$ cat src/rtl/vga_pixel_writer.sv
// vga_pixel_writer
//   Receives the drawer pixel stream (x, y, colour + plot strobe), drops
//   pixels that fall outside the screen, converts the survivors to a linear
//   framebuffer address (y*WIDTH + x), queues them in a FIFO and drains the
//   FIFO into the framebuffer write port under a mem_ready handshake.
//   A flush/done handshake tells the drawer when every accepted pixel has
//   reached memory.
//
// Ports
//   clk          sole clock, rising edge
//   reset        synchronous, active-high; clears all state
//   plot         pixel valid from drawer
//   x, y         pixel column / row
//   colour       3/3/3 RGB pixel colour
//   ready        block can accept a pixel this cycle
//   flush        one-cycle request for a done indication
//   done         one-cycle pulse answering flush
//   mem_address  framebuffer write address (FIFO head)
//   mem_data     framebuffer write data (FIFO head)
//   mem_wren     write request, high while the FIFO holds entries
//   mem_ready    framebuffer accepts the write this cycle
//   pixel_count  pixels written to memory since reset (wraps)
//   overflow     sticky: a plot arrived while ready was low
module vga_pixel_writer #(
  parameter int unsigned WIDTH  = 160,
  parameter int unsigned HEIGHT = 120,
  parameter int unsigned DEPTH  = 16
) (
  input  logic        clk,
  input  logic        reset,
  input  logic        plot,
  input  logic [7:0]  x,
  input  logic [6:0]  y,
  input  logic [8:0]  colour,
  output logic        ready,
  input  logic        flush,
  output logic        done,
  output logic [14:0] mem_address,
  output logic [8:0]  mem_data,
  output logic        mem_wren,
  input  logic        mem_ready,
  output logic [15:0] pixel_count,
  output logic        overflow
);

  localparam int unsigned AW = $clog2(DEPTH);
  localparam int unsigned OW = AW + 2;

  typedef enum logic [1:0] {
    ST_IDLE,
    ST_WAIT,
    ST_DONE
  } state_t;

  // ---------------------------------------------------------------
  // S1: capture + clip
  // ---------------------------------------------------------------
  logic [7:0] x1;
  logic [6:0] y1;
  logic [8:0] c1;
  logic       v1;
  logic       in_range;

  assign in_range = (32'(x) < WIDTH) && (32'(y) < HEIGHT);

  always_ff @(posedge clk) begin
    if (reset) begin
      x1 <= '0;
      y1 <= '0;
      c1 <= '0;
      v1 <= 1'b0;
    end else begin
      x1 <= x;
      y1 <= y;
      c1 <= colour;
      v1 <= plot & ready & in_range;
    end
  end

  // ---------------------------------------------------------------
  // S2: linear address
  // ---------------------------------------------------------------
  logic [14:0] a2;
  logic [8:0]  c2;
  logic        v2;

  always_ff @(posedge clk) begin
    if (reset) begin
      a2 <= '0;
      c2 <= '0;
      v2 <= 1'b0;
    end else begin
      a2 <= 15'(y1) * 15'(WIDTH) + 15'(x1);
      c2 <= c1;
      v2 <= v1;
    end
  end

  // ---------------------------------------------------------------
  // FIFO
  // ---------------------------------------------------------------
  logic [14:0] fifo_addr [DEPTH];
  logic [8:0]  fifo_col  [DEPTH];
  logic [AW-1:0] wr_ptr;
  logic [AW-1:0] rd_ptr;
  logic [AW:0]   fifo_count;
  logic          push;
  logic          pop;

  // Pushes are never refused: ready already reserves room for both
  // in-flight stages, so v2 always finds a free slot (or a same-cycle pop).
  assign push = v2;
  assign pop  = mem_wren & mem_ready;

  always_ff @(posedge clk) begin
    if (push) begin
      fifo_addr[wr_ptr] <= a2;
      fifo_col[wr_ptr]  <= c2;
    end
  end

  always_ff @(posedge clk) begin
    if (reset) begin
      wr_ptr     <= '0;
      rd_ptr     <= '0;
      fifo_count <= '0;
    end else begin
      if (push) wr_ptr <= wr_ptr + 1'b1;
      if (pop)  rd_ptr <= rd_ptr + 1'b1;
      unique case ({push, pop})
        2'b10:   fifo_count <= fifo_count + 1'b1;
        2'b01:   fifo_count <= fifo_count - 1'b1;
        default: fifo_count <= fifo_count;
      endcase
    end
  end

  // ---------------------------------------------------------------
  // Back-pressure and drain outputs
  // ---------------------------------------------------------------
  logic [OW-1:0] occupancy;

  assign occupancy = OW'(fifo_count) + OW'(v1) + OW'(v2);
  assign ready     = occupancy < OW'(DEPTH);

  assign mem_wren = (fifo_count != '0);
  // Head is forced to zero when empty so the port idles at a known value
  // (the storage array itself is not reset).
  assign mem_address = mem_wren ? fifo_addr[rd_ptr] : '0;
  assign mem_data    = mem_wren ? fifo_col[rd_ptr]  : '0;

  always_ff @(posedge clk) begin
    if (reset) begin
      pixel_count <= '0;
      overflow    <= 1'b0;
    end else begin
      if (pop) pixel_count <= pixel_count + 1'b1;
      if (plot && !ready) overflow <= 1'b1;
    end
  end

  // ---------------------------------------------------------------
  // Flush / done FSM
  // ---------------------------------------------------------------
  state_t state;
  state_t state_n;

  always_ff @(posedge clk) begin
    if (reset) state <= ST_IDLE;
    else       state <= state_n;
  end

  always_comb begin
    state_n = state;
    done    = 1'b0;
    unique case (state)
      ST_IDLE: if (flush) state_n = ST_WAIT;
      ST_WAIT: if (!v1 && !v2 && (fifo_count == '0)) state_n = ST_DONE;
      ST_DONE: begin
        done    = 1'b1;
        state_n = ST_IDLE;
      end
      default: state_n = ST_IDLE;
    endcase
  end

endmodule

$ cat config.mk
export PLATFORM = sky130hd
export DESIGN_NAME = vga_pixel_writer
export DESIGN_NICKNAME = d
export VERILOG_FILES = /design/src/rtl/vga_pixel_writer.sv
export SDC_FILE = /design/constraint.sdc
export NUM_CORES = 1
export LEC_CHECK = 0
export CORE_ASPECT_RATIO = 0.6
export CORE_MARGIN = 1
export CORE_UTILIZATION = 40
export DETAILED_ROUTE_END_ITERATION = 10
export GPL_TIMING_DRIVEN = 1
export PLACE_DENSITY_LB_ADDON = 0.1
export SLEW_MARGIN = 20
export SYNTH_ARGS = -nofsm -noshare
export SYNTH_HDL_FRONTEND = slang
export SYNTH_SLANG_ARGS = --single-unit
$ cat constraint.sdc
create_clock -name clk -period 3 [get_ports clk]
set_input_delay 0.6 -clock clk [delete_from_list [all_inputs] [get_ports clk]]
set_output_delay 0.6 -clock clk [all_outputs]
set_load 0.01 [all_outputs]
==> qor.yml <==
yosysSeqAreaShare: 0.7322
yosys.area_share.simple: 0.05427
hold_path_depth: 1
tns_ns: -4.326
antenna_found_initial: 0
fin_crit_ns: 3.251
syn2layout_area_growth_pct: 21.39
track_usage: 0.1833
fin_util: 0.4994
synth_adder_area_share: 0.02046
grt_pass1_vias: 8939
hold_class: "reg2reg"
core_um2: 44000
crit_path_max_incr_delay_ns: 0.48
synth_mux_area_frac: 0.1515
crit_family: "multiplexers"
wl_per_cell_um: 24.53
slew_headroom: 0.4090
ant_nets: 0
r2r_start: "y1[1]"
hold_viol: 0
synth_area_um2: 18100
max_cap_viol_count: 0
rows: 59
critPathMaxFanout: 5
path_buf_inv: 5
clock_latency_ns: 0.56
cts-root-buf: "clkbuf_16"
critPathKind: "reg2out"
drive_above_1_share: 0.2782
rr_endpoint: "a2[13]"
synth-compound-area-share: 0.01320
cts_tree: "built"
grt_pass1_wl_um: 61620
drt_iter0_drc: 765
total_power_mw: 16.58
end_kind: "primary output"
ys_ff_latch: 470
setup_viol: 24
routed_wl_um: 41360
slew_viol_final: 0
cp_data_required_time_ns: 2.40
setup_slack_ns: -0.2509
worstHoldStart: "c1[1]"
dp_hpwl_um: 22500
fin_skew_ns: 0.01722
avgViaCountPerCell: 5.243
remaining_drc_errors: 0
p_per_area_nw_per_um2: 754.5
drt_pre_antenna_iters: 5
fin_crit_sh: 1.084
io_buffers: 72
start_util: 0.4114
fp.dieH_um: 166.8
grt_max_degree: 56
fin_area_um2: 21970
rsz0062_at_grt: "yes"
numCtsBuffers: 44
synth_top_family_by_area: "multiplexers"
clock_sinks: 470
fin_cells: 1686
clk_pin_slew_ns: 0.06
synth_ff_type: "edfxtp_1"
vdd.ir_drop.worst_mv: 0.3822
whs_ns: 0.4346
dieArea_um2: 46130
r2r_cells: 8
die_w_um: 276.6
holdBufCountCts: 0
violations: "setup timing"
whs_endpoint: "c2[1]"
synth-edff-count: 384
path_cells: "buf_12 > buf_12 > buf_16 > buf_6 > mux4_2 > mux4_2 > and2_4 > buf_6"
place_area_um2: 19810
place_congestion: 0.7087
yosys_warnings: 0
nets: 1127
async_flop_share: 0
ios: 73
num_vias: 8840
arrival_ns: 2.65
clk_path_buf_depth: 3
cts_max_level: 2
max_freq_ghz: 0.3076
r2r_slack_ns: 0.22
synth_fp_nets: 982
worst_pin_slew_ns: 0.8856
grt_overflow: 0
syn_inst: 926
start_kind: "flip-flop"
antenna-diode-count: 0
avgSynthCellArea_um2: 19.55
cp_slowest_cell: "mux4_2"
synthDistinctLibCells: 45
place_inst: 1576
synthXorXnorAreaFrac: 0.01355
dp_worst_setup_slack_ns: -0.01696
status: "finished, violations left"
leakagePower_nw: 7.276
[cell usage after synthesis, drive strengths merged (4+ instances only)]
cell type	count	area share
a21oi	14	0.0039
and2	40	0.014
buf	20	0.0071
clkbuf	22	0.0046
dfxtp	86	0.095
edfxtp	384	0.64
ha	24	0.017
inv	15	0.0031
mux2i	4	0.0022
mux4	120	0.15
nand2	12	0.0025
nand3	6	0.0017
nor2	48	0.010
nor2b	43	0.015
nor3	11	0.0030
o21ai	7	0.0019
or3	5	0.0017
xnor2	18	0.0087
xor2	10	0.0048
[area by class of cell]
cell class	instances	area [um^2]
fill	3603	22020
sequential	470	13260
multi-input combinational	399	4641
timing repair buffer	141	1772
clock buffer	68	1314
tap	579	724.4
clock inverter	14	202.7
inverter	15	56.30
[worst reg2reg max path, delay by kind of cell, from the launching register on]
kind / cells / cell delay [ns]
xor+xnor: 1 / 0.38
simple gates: 2 / 0.34
flops: 1 / 0.35
fa+ha+maj: 3 / 0.96
compound gates: 2 / 0.57
[cells in the final DEF (no fill, tap or decap), drive strengths merged, types with 24 or more instances in the layout]
master	netlist	final
clkbuf	22	68
clkdlybuf4s50	0	47
dfxtp	86	86
mux4	120	120
edfxtp	384	384
and2	40	40
buf	20	94
ha	24	24
nor2	48	48
nor2b	43	43
[registers in the layout (all words and copies together) (netlist names), 2 cells and up, named ones only]
register     cells
c1               9
a2              15
y1               7
pixel_count     16
wr_ptr           4
x1               8
fifo_addr      240
state            2
c2               9
fifo_col       144
fifo_count       5
rd_ptr           4
[routing by layer]
| metal | routed length, um | up-vias | track usage |
|---|---|---|---|
| met4 | 603 | 0 | 0.03744 |
| li1 | - | 3963 | - |
| met5 | 0 | - | 0 |
| met1 | 20530 | 4641 | 0.2832 |
| met2 | 18400 | 190 | 0.2723 |
| met3 | 1827 | 46 | 0.03157 |
[power breakdown]
group	leakage, nW	switching [mW]	internal [mW]
sequential	4.25	0.137	7.15
combinational	2.28	1.32	2.15
clock	0.739	2.38	3.45
total	7.28	3.83	12.7
[worst max-delay path by stage]
stage | start | to | slack [ns] | depth (start not counted)
floorplan | fifo_count[0] | fifo_count[4] | 0.34 | 9
finish | flip-flop | mem_address[4] | -0.25 | 8
CTS | flip-flop | mem_address[4] | -0.28 | 8
global route | flip-flop | mem_address[4] | -0.33 | 8
detailed placement | flip-flop | mem_address[11] | -0.02 | 5
global placement | flip-flop | mem_address[11] | -0.02 | 5
[logic make-up (layout without fill, tap and decap cells)]
group / after synthesis / after routing
buffers and inverters: 57 / 238
AOI/OAI and AO/OA: 37 / 37
DFF: 470 / 470
and+or+nand+nor: 182 / 182
muxes: 124 / 124
adders and majority gates: 28 / 28
xor gates and xnor gates: 28 / 28
[timing repair]
item                                    CTS  global route
endpoints found under the setup margin   25            26
gates cloned                             10             0
pin swaps                                 0             0
resized for setup                       154            22
setup buffers                            18             3
endpoints found under the hold margin     0             0
(Power assumes the default switching activity.)
